### config.mk
export PLATFORM = sky130hd
export DESIGN_NAME = uart_tx_rx_sched
export DESIGN_NICKNAME = d
export VERILOG_FILES = /design/src/rtl/uart_tx_rx_sched.sv
export SDC_FILE = /design/constraint.sdc
export NUM_CORES = 1
export LEC_CHECK = 0
export ABC_AREA = 1
export BUFFER_PORTS_ARGS = -buffer_cell sky130_fd_sc_hd__buf_2
export CAP_MARGIN = 5
export CORE_ASPECT_RATIO = 1.75
export CORE_UTILIZATION = 45
export CTS_CLUSTER_SIZE = 14
export DETAILED_ROUTE_END_ITERATION = 10
export PLACE_DENSITY = 0.84
export SETUP_SLACK_MARGIN = 0.02
export SLEW_MARGIN = 20
export SYNTH_ARGS = -nofsm -noshare
export SYNTH_HDL_FRONTEND = slang
export SYNTH_SLANG_ARGS = --single-unit
### constraint.sdc
create_clock -name clk -period 2.8 [get_ports clk]
set_clock_uncertainty 0.15 [all_clocks]
set_input_delay 0.84 -clock clk [delete_from_list [all_inputs] [get_ports clk]]
set_output_delay 0.84 -clock clk [all_outputs]
set_load 0.05 [all_outputs]
### src/rtl/uart_tx_rx_sched.sv
// Bus master for the UART register block: init BAUD/CTRL, poll STATUS,
// round-robin TX among requesters and drain RX bytes to a pulse output.
module uart_tx_rx_sched #(
  parameter int          N_REQ     = 4,
  parameter logic [31:0] BAUD_DIV  = 32'h1B8,
  parameter logic [31:0] CTRL_INIT = 32'h3
) (
  input  logic                 clk,
  input  logic                 rstn,
  input  logic [N_REQ-1:0]     req_valid,
  input  logic [8*N_REQ-1:0]   req_data,
  output logic [N_REQ-1:0]     req_ready,
  output logic                 rx_valid,
  output logic [7:0]           rx_data,
  output logic                 u_we,
  output logic [7:0]           u_waddr,
  output logic [31:0]          u_wdata,
  output logic [7:0]           u_raddr,
  input  logic [31:0]          u_rdata,
  output logic                 init_done,
  output logic                 tx_busy
);

  localparam int IDX_W = (N_REQ > 1) ? $clog2(N_REQ) : 1;

  localparam logic [3:0] S_INIT_BAUD = 4'd0;
  localparam logic [3:0] S_INIT_CTRL = 4'd1;
  localparam logic [3:0] S_POLL      = 4'd2;
  localparam logic [3:0] S_POLL_WAIT = 4'd3;
  localparam logic [3:0] S_CHECK     = 4'd4;
  localparam logic [3:0] S_RX_ADDR   = 4'd5;
  localparam logic [3:0] S_RX_WAIT   = 4'd6;
  localparam logic [3:0] S_RX_CAP    = 4'd7;
  localparam logic [3:0] S_RX_CLR    = 4'd8;
  localparam logic [3:0] S_TX_WR     = 4'd9;
  localparam logic [3:0] S_GAP       = 4'd10;

  localparam logic [7:0] A_CTRL   = 8'h00;
  localparam logic [7:0] A_STATUS = 8'h04;
  localparam logic [7:0] A_BAUD   = 8'h08;
  localparam logic [7:0] A_TXDATA = 8'h0C;
  localparam logic [7:0] A_RXDATA = 8'h10;

  logic [3:0]       state_reg;
  logic [IDX_W-1:0] rr_reg;
  logic             rx_pend_clr_reg;

  logic [IDX_W-1:0] grant_idx;
  logic             grant_found;
  logic [7:0]       grant_data;
  int               cand;

  // Rotating search starting just after the last granted requester.
  always_comb begin
    grant_idx   = rr_reg;
    grant_found = 1'b0;
    cand        = 0;
    for (int i = 1; i <= N_REQ; i++) begin
      cand = int'(rr_reg) + i;
      if (cand >= N_REQ) cand = cand - N_REQ;
      if (!grant_found && req_valid[IDX_W'(cand)]) begin
        grant_found = 1'b1;
        grant_idx   = IDX_W'(cand);
      end
    end
  end

  assign grant_data = req_data[int'(grant_idx)*8 +: 8];

  logic st_busy;
  logic st_rxov;
  assign st_busy = u_rdata[0];
  assign st_rxov = u_rdata[1];

  always_ff @(posedge clk or negedge rstn) begin
    if (!rstn) begin
      state_reg       <= S_INIT_BAUD;
      rr_reg          <= IDX_W'(N_REQ - 1);
      rx_pend_clr_reg <= 1'b0;
      u_we            <= 1'b0;
      u_waddr         <= 8'h00;
      u_wdata         <= 32'h0;
      u_raddr         <= A_STATUS;
      req_ready       <= '0;
      rx_valid        <= 1'b0;
      rx_data         <= 8'h00;
      init_done       <= 1'b0;
      tx_busy         <= 1'b0;
    end else begin
      u_we      <= 1'b0;
      req_ready <= '0;
      rx_valid  <= 1'b0;
      case (state_reg)
        S_INIT_BAUD: begin
          u_we      <= 1'b1;
          u_waddr   <= A_BAUD;
          u_wdata   <= BAUD_DIV;
          state_reg <= S_INIT_CTRL;
        end
        S_INIT_CTRL: begin
          u_we      <= 1'b1;
          u_waddr   <= A_CTRL;
          u_wdata   <= CTRL_INIT;
          init_done <= 1'b1;
          state_reg <= S_POLL;
        end
        S_POLL: begin
          u_raddr   <= A_STATUS;
          state_reg <= S_POLL_WAIT;
        end
        S_POLL_WAIT: state_reg <= S_CHECK;
        S_CHECK: begin
          if (st_rxov && !rx_pend_clr_reg) begin
            state_reg <= S_RX_ADDR;
          end else if (!st_busy && rx_pend_clr_reg) begin
            tx_busy   <= 1'b0;
            state_reg <= S_RX_CLR;
          end else if (!st_busy && (|req_valid)) begin
            state_reg <= S_TX_WR;
          end else begin
            tx_busy   <= st_busy;
            state_reg <= S_POLL;
          end
        end
        S_RX_ADDR: begin
          u_raddr   <= A_RXDATA;
          state_reg <= S_RX_WAIT;
        end
        S_RX_WAIT: state_reg <= S_RX_CAP;
        S_RX_CAP: begin
          rx_data         <= u_rdata[7:0];
          rx_valid        <= 1'b1;
          rx_pend_clr_reg <= 1'b1;
          state_reg       <= S_POLL;
        end
        // Only reached with the TX busy bit read as 0, so no tx-done pulse is lost.
        S_RX_CLR: begin
          u_we            <= 1'b1;
          u_waddr         <= A_STATUS;
          u_wdata         <= 32'h0;
          rx_pend_clr_reg <= 1'b0;
          state_reg       <= S_POLL;
        end
        S_TX_WR: begin
          if (grant_found) begin
            u_we      <= 1'b1;
            u_waddr   <= A_TXDATA;
            u_wdata   <= {24'h0, grant_data};
            req_ready <= N_REQ'(1) << grant_idx;
            rr_reg    <= grant_idx;
            tx_busy   <= 1'b1;
            state_reg <= S_GAP;
          end else begin
            // Requester withdrew its byte: skip the write and keep polling.
            state_reg <= S_POLL;
          end
        end
        S_GAP:   state_reg <= S_POLL;
        default: state_reg <= S_INIT_BAUD;
      endcase
    end
  end

endmodule

# Word-level counts from Yosys, hierarchy flattened
# Index checks and enable logic that the tools add are counted.
[classes]
n_mul = 0
shifts = 2
n_mux = 45
n_reduce_logical = 22
n_lt_le_gt_ge = 8
n_addsub = 8
n_bitwise = 0
div = 0
eq_ne = 13
[ops]
columns = ["cell", "n"]
rows = [
  ["one-hot mux 32 bit (4 select lines)", 1],
  ["2-to-1 mux 32 bit", 1],
  ["one-hot mux 4 bit (8 select lines)", 1],
  ["one-hot mux 8 bit (4 select lines)", 1],
  ["variable part select 32 x 6 -> 8 bit", 1],
  ["2-to-1 mux 4 bit", 6],
  ["2-to-1 mux 1 bit", 18],
  ["== test 4 x 3 -> 1 bit (second input constant)", 4],
  ["less-than comparator 2 x 4 -> 1 bit (second input constant)", 4],
  ["2-to-1 mux 2 bit", 8],
  ["one-hot mux 8 bit (2 select lines)", 1],
  ["== test 4 bit (second input constant)", 3],
  [">= comparator 3 bit (second input constant)", 3],
  ["binary-select mux 1 bit (select 2 bit)", 4],
  ["== test 4 x 2 -> 1 bit (second input constant)", 2],
  ["2-to-1 mux 8 bit", 1],
  ["OR reduction 4 bit", 2],
  ["subtractor 2 x 1 -> 2 bit (second input constant)", 4],
  ["adder 2 x 2 -> 3 bit (second input constant)", 2],
  ["logical AND 1 bit", 6],
  ["one-hot mux 1 bit (2 select lines)", 3],
  ["nonzero test 2 bit", 3],
  ["zero test 1 bit", 5],
  ["adder 2 x 3 -> 4 bit (second input constant)", 1],
  ["11 further kinds", 13],
]
[word_totals]
n_memories = 0
wordCells = 110
latch_bits = 0
ff_bits = 71
ram_bits = 0
out_inout_bits = 64
romBits = 0
inputBits = 70

# Depth between registers and ports, before layout
# Gate-level depths: netlist (run 1).
[logic_depth]
ltp_word = 19
mapped_depth = 15
mapped_depth_nobuf = 14

# Least setup slack after synthesis (run 1)
# No wires, ideal clock.
[synth_timing]
path_type = "input to register"
startpoint = "in req_valid[0]"
endpoint = "reg u_wdata[7]"
arrival_ps = 1843
setup_slack_ps = 683
n_path_buf = 1
required_ps = 2526
path_stages = 15
setup_time_ps = 124
path_cell_list = "inv_1 -> nand2_1 -> nand2_1 -> nand2_1 -> nand2_2 -> nand2_8 -> nand2_4 -> nand2_4 -> nand2_8 -> inv_6 -> buf_12 -> nand2_2 -> nand2_1 -> nand2_1 -> nand3_2"
[synth_between]
elab_chain_len = 16
elab_cells_between_ends = 31
cone_classes = "eq/ne (1); shift (1); mux (22); reduce/logical (7)"
[synth_rtl]
columns = ["element", "line_no", "source"]
rows = [
  ["from (decl)", "10", "input logic [N_REQ-1:0] req_valid,"],
  ["binary-select mux 1 bit (select 2 bit)", "61", "if (!grant_found && req_valid[IDX_W'(cand)]) begin"],
  ["2-to-1 mux 1 bit (not written as such) (2 in series)", "61", ""],
  ["2-to-1 mux 1 bit", "61", ""],
  ["zero test 1 bit", "61", ""],
  ["logical AND 1 bit", "61", ""],
  ["2-to-1 mux 1 bit", "61", ""],
  ["zero test 1 bit", "61", ""],
  ["logical AND 1 bit", "61", ""],
  ["2-to-1 mux 1 bit", "61", ""],
  ["zero test 1 bit", "61", ""],
  ["logical AND 1 bit", "61", ""],
  ["2-to-1 mux 2 bit", "61", ""],
  ["variable part select 32 x 6 -> 8 bit", "68", "assign grant_data = req_data[int'(grant_idx)*8 +: 8];"],
  ["2-to-1 mux 32 bit", "145", "if (grant_found) begin"],
  ["one-hot mux 32 bit (4 select lines)", "93", "case (state_reg)"],
  ["to (signal assigned)", "148", "u_wdata <= {24'h0, grant_data};"],
  ["to (decl)", "17", "output logic [31:0] u_wdata,"],
]
# Several ways; a longest one is shown, not always the timed one. The select of a mux whose other input is x is not followed.
# A chain may end at the register's enable or synchronous reset.

# Worst setup path after layout (run 1)
[layout_timing]
startpoint = "reg rr_reg[0]"
endpoint = "reg u_wdata[1]"
[layout_between]
elab_chain_len = 19
elab_cells_between_ends = 47
cone_classes = "add/sub (8); order compare (4); eq/ne (1); shift (1); mux (26); reduce/logical (7)"
[layout_rtl]
columns = ["element", "line_no", "source"]
rows = [
  ["from (decl)", "45", "logic [IDX_W-1:0] rr_reg;"],
  ["from (signal assigned)", "78", "rr_reg <= IDX_W'(N_REQ - 1);"],
  ["from (signal assigned)", "150", "rr_reg <= grant_idx;"],
  ["adder 2 x 1 -> 3 bit", "59", "cand = int'(rr_reg) + i;"],
  [">= comparator 3 bit / subtractor 2 x 1 -> 2 bit (equally long branches)", "60", "if (cand >= N_REQ) cand = cand - N_REQ;"],
  ["2-to-1 mux 2 bit", "60", ""],
  ["binary-select mux 1 bit (select 2 bit)", "61", ""],
  ["2-to-1 mux 1 bit (not written as such) (2 in series)", "61", ""],
  ["2-to-1 mux 1 bit", "61", ""],
  ["zero test 1 bit", "61", ""],
  ["logical AND 1 bit", "61", ""],
  ["[... 2 more ...]", "n/a", ""],
  ["logical AND 1 bit", "61", ""],
  ["2-to-1 mux 1 bit", "61", ""],
  ["zero test 1 bit", "61", ""],
  ["logical AND 1 bit", "61", ""],
  ["2-to-1 mux 2 bit", "61", ""],
  ["variable part select 32 x 6 -> 8 bit", "68", ""],
  ["2-to-1 mux 32 bit", "145", ""],
  ["one-hot mux 32 bit (4 select lines)", "93", ""],
]
# Several ways; a longest one is shown, not always the timed one. The select of a mux whose other input is x is not followed.

==> reports/metrics.cfg, run 1 <==
[run_status]
status = finished with violations
violations = design-rule violations

[layout]
antenna-diode-count = 0
final_common_cell = nand2_1
top_register = u_wdata
layout_common_cells = 95 x nand2_1, 74 x buf_2, 35 x conb_1
fin_area_um2 = 2820
largest_reg_flops = 9
multi_input_area_um2 = 1240
synthToLayoutAreaGrowth_pct = 15.8
final-seq-area_um2 = 905
fill_cells = 525
largestRegisters = u_wdata x9, rx_data x8
drive_above_1_share_pct = 34.1
final_cells = 454
nets = 468

[placement]
dpl-instance-area_um2 = 2710
gp_congestion = 0.919
dp_cells = 446
placement.io_buffers = 74
hpwlAfterDp_um = 4190

[timing]
fin_setup_tns_ps = 0
slew_viol_final = 0
fin_crit_sh_pct = 82.8
hold_violations = 0
rsz0062_at_grt = no
setup_viol = 0
worstMarginPinSlew_ps = 767
period_minus_slack_ps = 2320
fmax_ghz = 0.431
relSlewSlack_pct = 48.9

[floorplan]
io_pins = 134
num_rows = 35
start_util_pct = 46.4
die_x_um = 57.6
die-area_um2 = 5730
die-height_um = 99.4
fp.coreArea_um2 = 5260

[grt]
grt_max_degree = 37
overflow = 0
grt_first_pass_wirelength_um = 8760
grt_pass1_vias = 2056
antenna_found_initial = 0
grtUsageTotal_pct = 19.5

[synth]
synthesis.instances = 320
ys.warnings.count = 0
ys.flop_type = dfrtp_1
synth_async_sr_flop_share_pct = 100
synth_area_leaders = dfrtp_1 34%, nand2_1 15%, buf_4 11%
synth_cell_types = 30
synth_area_leader_cell = dfrtp_1
seq_area_frac_synth_pct = 37.1
syn_area_um2 = 2440
synth_seq_cells = 36
synth_edf_count = 0
syn_area_per_cell_um2 = 7.62
synth_top_area_share_pct = 33.9

[route]
via_per_inst = 4.79
wire_per_inst_um = 11.2
firstDrtPassIters = 7
first_iter_violations = 71
drcViolationCount = 7
postRouteWirelength_um = 5090
vias = 2176
ant_nets = 0

[clocking]
htree_levels = 2
cts_tree = built
cts_sinks = 36
clk-insertion-delay-late_ps = 290
cts_resized = 0
cts_root_buf = clkbuf_8
hold_buffers = 0
clkSlewWorstSetupHoldPaths_ps = 70
cts_max_path_buffers = 2
cts_buffers = 5
cts_setup_buffers = 0

[setup_path]
required_ps = 2820
slowest_stage = dfstp_2
crit_arrival_ps = 2340
path_max_fanout = 11
critPathLaunch = rr_reg[0]
worstSetupStartpointType = register
r2r-start = rr_reg[0]
cpPeakStageDelay_ps = 720
worstSetupEndpointType = register
cpMostUsedCell = nand2_1
worstSetupPathType = register to register
worstPathCellList = inv_2 > nand2_1 > nand2_1 > nand2_1 > nand2_2 > nand2_8 > nor2_2 > nand2_1 > inv_2 > nor2_2 > nand3_1 > nand3_1 > a21oi_1

[power_and_ir_drop]
vdd_ir_drop_max_v = 0.00104
leakagePower_nw = 1.60
powerDensity_nw_per_um2 = 1390

[worst_hold_path]
hold_path_class = register to register
worstHoldStart = init_done

[job]
cap_violations = 0

-- synth_stat cells, types with 2 or more instances --
cell type   n
o21ai_0    10
nor2_1     29
a21oi_1    11
buf_6       2
o31ai_1     2
dfrtp_1    33
inv_1      19
nor2_2      3
inv_2       6
o211ai_1    2
buf_4      35
dfstp_2     3
nand2_4     8
nand3b_1    2
nand2_8     2
nand2_2    20
nand3_2     2
nor2_4      2
nand3_1    24
nand2_1    95
-- metal layers --
| metal | up-vias | wire [um] | GRT usage (%) |
|---|---|---|---|
| met2 | 83 | 2780 | 35.0 |
| met3 | 15 | 222 | 1.95 |
| li1 | 1087 | - | - |
| met5 | - | 0 | 0 |
| met4 | 0 | 213 | 12.6 |
| met1 | 991 | 1880 | 21.2 |
-- per-stage QoR --
step | util [%] | hold WS, ps | power [mW] | setup WS [ps]
finish | 53.7 | 315 | 3.93 | 481
global route | 53.7 | 338 | 4.27 | 278
CTS | 53.7 | 318 | 3.97 | 479
floorplan | - | 360 | 3.17 | 683
detailed placement | 51.6 | 302 | 3.51 | 412
global placement | 51.6 | 298 | 3.45 | 437
-- cell type report --
class / count / area share, %
multi-input cells: 252 / 43.9
repair buffers: 76 / 13.7
flip-flops and latches: 36 / 32.1
inverters: 27 / 3.95
clock buffers: 5 / 2.44
well taps: 55 / 2.44
clock inverters: 3 / 1.51
-- worst max-delay path, delay by kind of cell (launching register included) --
family,cells,cell delay (ps)
flip-flops,1,720
AND/OR/NAND/NOR,10,1050
buffers and inverters,2,220
AO/OA/AOI/OAI,1,70
-- power breakdown --
part           total [mW]  switching, mW  internal, mW
Combinational        2.58           1.88         0.705
Clock               0.448          0.185         0.263
Sequential          0.897          0.159         0.738
-- logic make-up after synthesis --
| family | after synthesis | share of synthesized area (%) |
|---|---|---|
| AND/OR/NAND/NOR | 191 | 39.7 |
| buffers and inverters | 66 | 17.2 |
| flip-flops | 36 | 37.1 |
| AO/OA/AOI/OAI | 26 | 5.80 |
| other | 1 | 0.154 |
-- worst paths after layout --
kind	slack [ps]	to	cells after the start
max	480	u_wdata[1]	13
min	310	init_done	1
max reg2reg	480	u_wdata[1]	13
min reg2reg	310	init_done	1
max in group asynchronous	1540	state_reg[2]	1
min in group asynchronous	460	rx_data[6]	1
Note: power is estimated with default switching activity, not from simulation.
==> run 2, diff against run 1 <==
Clock period 2.8 ns to 2.4 ns, I/O delays scaled along.
==> run 2 against run 1 <==
Effect of this change:
- the flow still finishes with violations (design-rule violations)
- design area decreased by 0.49%
- fmax is 4.8% higher
- combinational power increased by 18%
- non-clock buffer count is 1 higher
- clock power down 1%
- critical path depth stayed put
- global-route usage is 0.36 points lower
- cell count up 0.22%
- wire length is 1.7% higher
- via count is 1.5% higher
- hold slack improved by 3.2 ps
- utilization down 0.26 points
- critical endpoint unchanged
==> reports/metrics.cfg, run 2 (synthesis gave the netlist of run 1 again) <==
[run_status]
status = finished with violations
violations = design-rule violations

[clocking]
cts_resized = 0
clk-insertion-delay-late_ps = 290
cts_buffers = 5
cts_max_path_buffers = 2
cts_tree = built
cts_sinks = 36
cts_setup_buffers = 0
clkSlewWorstSetupHoldPaths_ps = 70
htree_levels = 2
hold_buffers = 0
cts_root_buf = clkbuf_8

[placement]
placement.io_buffers = 74
hpwlAfterDp_um = 4200
gp_congestion = 0.895
dp_cells = 447
post-place-ws_ps = 117
dpl-instance-area_um2 = 2720

[timing]
fmax_ghz = 0.452
whs_ps = 318
fin_crit_sh_pct = 92.3
period_minus_slack_ps = 2210
relSlewSlack_pct = 49.3
finalWorstSetupSlack_ps = 186
slew_viol_final = 0
rsz0062_at_grt = no
hold_violations = 0
setup_viol = 0
fin_setup_tns_ps = 0
worstMarginPinSlew_ps = 761

[job]
cap_violations = 0

[power_and_ir_drop]
vdd_ir_drop_max_v = 0.00130
leakagePower_nw = 1.59
powerDensity_nw_per_um2 = 1610
power_mw = 4.53

[layout]
antenna-diode-count = 0
nets = 469
final_cells = 455
drive_above_1_share_pct = 33.8
synthToLayoutAreaGrowth_pct = 15.2
final_common_cell = nand2_1
layout_common_cells = 95 x nand2_1, 74 x buf_2, 35 x conb_1
largestRegisters = u_wdata x9, rx_data x8
largest_reg_flops = 9
fin_area_um2 = 2810
top_register = u_wdata
fin_util_pct = 53.4

[floorplan]
io_pins = 134
die_x_um = 57.6
die-area_um2 = 5730
num_rows = 35
start_util_pct = 46.4
die-height_um = 99.4
fp.coreArea_um2 = 5260

[grt]
grt_first_pass_wirelength_um = 8570
grt_pass1_vias = 2023
grtUsageTotal_pct = 19.2
antenna_found_initial = 0
grt_max_degree = 37
overflow = 0

[setup_path]
cpPeakStageDelay_ps = 640
worstSetupEndpointType = register
path_max_fanout = 9
worstSetupStartpointType = register
worstSetupPathType = register to register
cpMostUsedCell = nand2_1
crit_arrival_ps = 2240
required_ps = 2430
worstPathCellList = inv_2 > nand2_1 > nand2_1 > nand2_1 > nand2_2 > nand2_8 > nor2_2 > nand2_1 > inv_2 > nor2_2 > nand3_1 > nand3_1 > a21oi_1
critPathLaunch = rr_reg[0]
slowest_stage = dfstp_2
r2r-start = rr_reg[0]

[worst_hold_path]
worstHoldStart = rx_data[3]
hold_path_class = register to register

[route]
firstDrtPassIters = 8
vias = 2209
via_per_inst = 4.85
wire_per_inst_um = 11.4
postRouteWirelength_um = 5180
drcViolationCount = 7
ant_nets = 0
first_iter_violations = 68

-- run 2: critical path, delay by kind of cell, from the launching register on --
kind | cells | cell delay [ps]
AND/OR/NAND/NOR | 10 | 1050
AO/OA/AOI/OAI | 1 | 70
buffers and inverters | 2 | 180
flip-flops | 1 | 640
-- run 2: metal layers --
| layer | routed length (um) | global-route usage (%) | share of wire (%) |
|---|---|---|---|
| met4 | 150 | 11.1 | 2.9 |
| met1 | 1970 | 20.5 | 38 |
| met2 | 2820 | 34.9 | 55 |
| met5 | 0 | 0 | 0 |
| met3 | 230 | 2.47 | 4.4 |
-- run 2: power by group --
part | internal, mW | switching (mW) | leakage (nW)
clock | 0.234 | 0.209 | 0.0455
combinational | 0.832 | 2.22 | 1.11
sequential | 0.861 | 0.176 | 0.440
-- run 2: area by class of cell --
type	instances	area [um^2]
clock buffer	8	90.1
fill	530	2450
inverter	27	111
multi-input combinational	252	1240
sequential	36	905
tap	55	68.8
timing repair buffer	77	393
-- run 2: worst paths after layout --
| kind | to | slack, ps | depth (start not counted) |
|---|---|---|---|
| min in group asynchronous | rx_data[3] | 350 | 1 |
| worst min-delay path | rx_data[3] | 320 | 2 |
| worst max-delay path | u_wdata[1] | 190 | 13 |
| max in group asynchronous | req_ready[3] | 1270 | 1 |
| worst max register to register | u_wdata[1] | 190 | 13 |
| worst min register to register | rx_data[3] | 320 | 2 |
==> run 3, diff against run 2 <==
Settings changed: PLACE_DENSITY 0.84 to 0.81.
==> run 3 against run 2 <==
Effect of this change:
- the flow still finishes with violations (design-rule violations)
- design area hardly changed
- clock-buffer cell count is 1 lower
- register-to-register slack better by 20 ps
- global-route usage is 0.39 points lower
- combinational power hardly changed
- critical endpoint is now rr_reg[1]
- sequential share of layout area hardly changed
==> reports/metrics.cfg, run 3 (synthesis gave the netlist of run 1 again) <==
[power_and_ir_drop]
p_int_mw = 1.90
leakagePower_nw = 1.59
p_comb_share_pct = 67.7
seqPwrFrac_pct = 23.1
powerDensity_nw_per_um2 = 1600
p_switching_mw = 2.60
p_sw_share_pct = 57.8
vdd_ir_drop_max_v = 0.00127
p_clk_share_pct = 9.2

[route]
via_per_inst = 4.78
wire_per_inst_um = 11.2
vias = 2180
postRouteWirelength_um = 5120
firstDrtPassIters = 7
drcViolationCount = 7
ant_nets = 0
first_iter_violations = 118

[layout]
layout_common_cells = 95 x nand2_1, 74 x buf_2, 35 x conb_1
antenna-diode-count = 0
largest_reg_flops = 9
final_common_cell = nand2_1
top_register = u_wdata
synthToLayoutAreaGrowth_pct = 15.1
largestRegisters = u_wdata x9, rx_data x8
nets = 470
fin_util_pct = 53.4
drive_above_1_share_pct = 33.9

[clocking]
hold_buffers = 0
htree_levels = 2
cts_sinks = 36
cts_tree = built
cts_resized = 0
cts_root_buf = clkbuf_8
clkSlewWorstSetupHoldPaths_ps = 70
clk-insertion-delay-late_ps = 290
cts_max_path_buffers = 2
cts_buffers = 5
cts_setup_buffers = 0

[placement]
hpwlAfterDp_um = 4130
gp_congestion = 0.835
placement.io_buffers = 74
post-place-ws_ps = 165

[grt]
overflow = 0
grt_max_degree = 37
antenna_found_initial = 0
grtUsageTotal_pct = 18.8
grt_first_pass_wirelength_um = 8290
grt_pass1_vias = 1958

[floorplan]
num_rows = 35
start_util_pct = 46.4
fp.coreArea_um2 = 5260
die-area_um2 = 5730
die_x_um = 57.6
die-height_um = 99.4
io_pins = 134

[timing]
slew_viol_final = 0
setup_viol = 0
period_minus_slack_ps = 2190
fin_crit_sh_pct = 91.4
fmax_ghz = 0.456
rsz0062_at_grt = no
whs_ps = 309
fin_setup_tns_ps = 0
finalWorstSetupSlack_ps = 208
hold_violations = 0

[setup_path]
crit_arrival_ps = 2240
worstSetupStartpointType = register
path_max_fanout = 9
worstSetupEndpointType = register
required_ps = 2450
worstSetupPathType = register to register

[run_status]
status = finished with violations
violations = design-rule violations

[job]
cap_violations = 0

[worst_hold_path]
hold_path_class = primary input to async pin

run 3: changes by cell type in the layout (fill, tap and decap cells not counted):
cell      delta
buf_4        +1
clkbuf_8     -1
clkinv_2     +1
run 3: area by class of cell:
| cell class | count | area [um^2] |
|---|---|---|
| sequential | 36 | 905 |
| timing repair buffer | 78 | 400 |
| inverter | 27 | 111 |
| fill | 525 | 2450 |
| multi-input combinational | 252 | 1240 |
| clock inverter | 1 | 5.00 |
| clock buffer | 7 | 76.3 |
| tap | 55 | 68.8 |
run 3: worst paths after layout:
check | from | to | slack (ps) | cells after the start
min in group clk | rx_data[2] | rx_data[2] | 320 | 2
worst max register to register | rr_reg[0] | rr_reg[1] | 210 | 12
max in group asynchronous | rstn | u_raddr[2] | 1450 | 2
worst min register to register | rx_data[2] | rx_data[2] | 320 | 2
worst max-delay path | rr_reg[0] | rr_reg[1] | 210 | 12
worst min-delay path | rstn | req_ready[0] | 310 | 2
run 3: per-stage QoR:
stage	cell area [um^2]	std cells	power (mW)
final	2810	456	4.49
after floorplan	2560	354	3.70
after global placement	2730	448	4.04
after CTS	2810	456	4.52
after detailed placement	2730	448	4.10
after global routing	2810	456	4.88
run 3: layer usage:
metal | track usage, % | share of wire, %
met5 | 0 | 0
met1 | 19.8 | 38
met2 | 34.4 | 56
met4 | 10.1 | 2.5
met3 | 2.99 | 4.3
run 3: critical path, stage by stage, from the launching register on:
cell	delay, ps
dfstp_2	660
inv_2	150
nand2_1	130
nand2_4	70
nand2_4	90
nand2_4	70
clkinv_4	70
nand3_1	90
nand3_1	80
nand2_1	140
nor2_4	190
inv_1	90
o21ai_0	110
run 3: power groups by stage:
stage | clock network, mW | logic (mW) | registers [mW]
detailed placement | 0 | 3.06 | 1.05
global placement | 0 | 3.00 | 1.04
global route | 0.437 | 3.37 | 1.07
CTS | 0.414 | 3.07 | 1.04
finish | 0.414 | 3.04 | 1.04
floorplan | 0 | 2.06 | 1.64
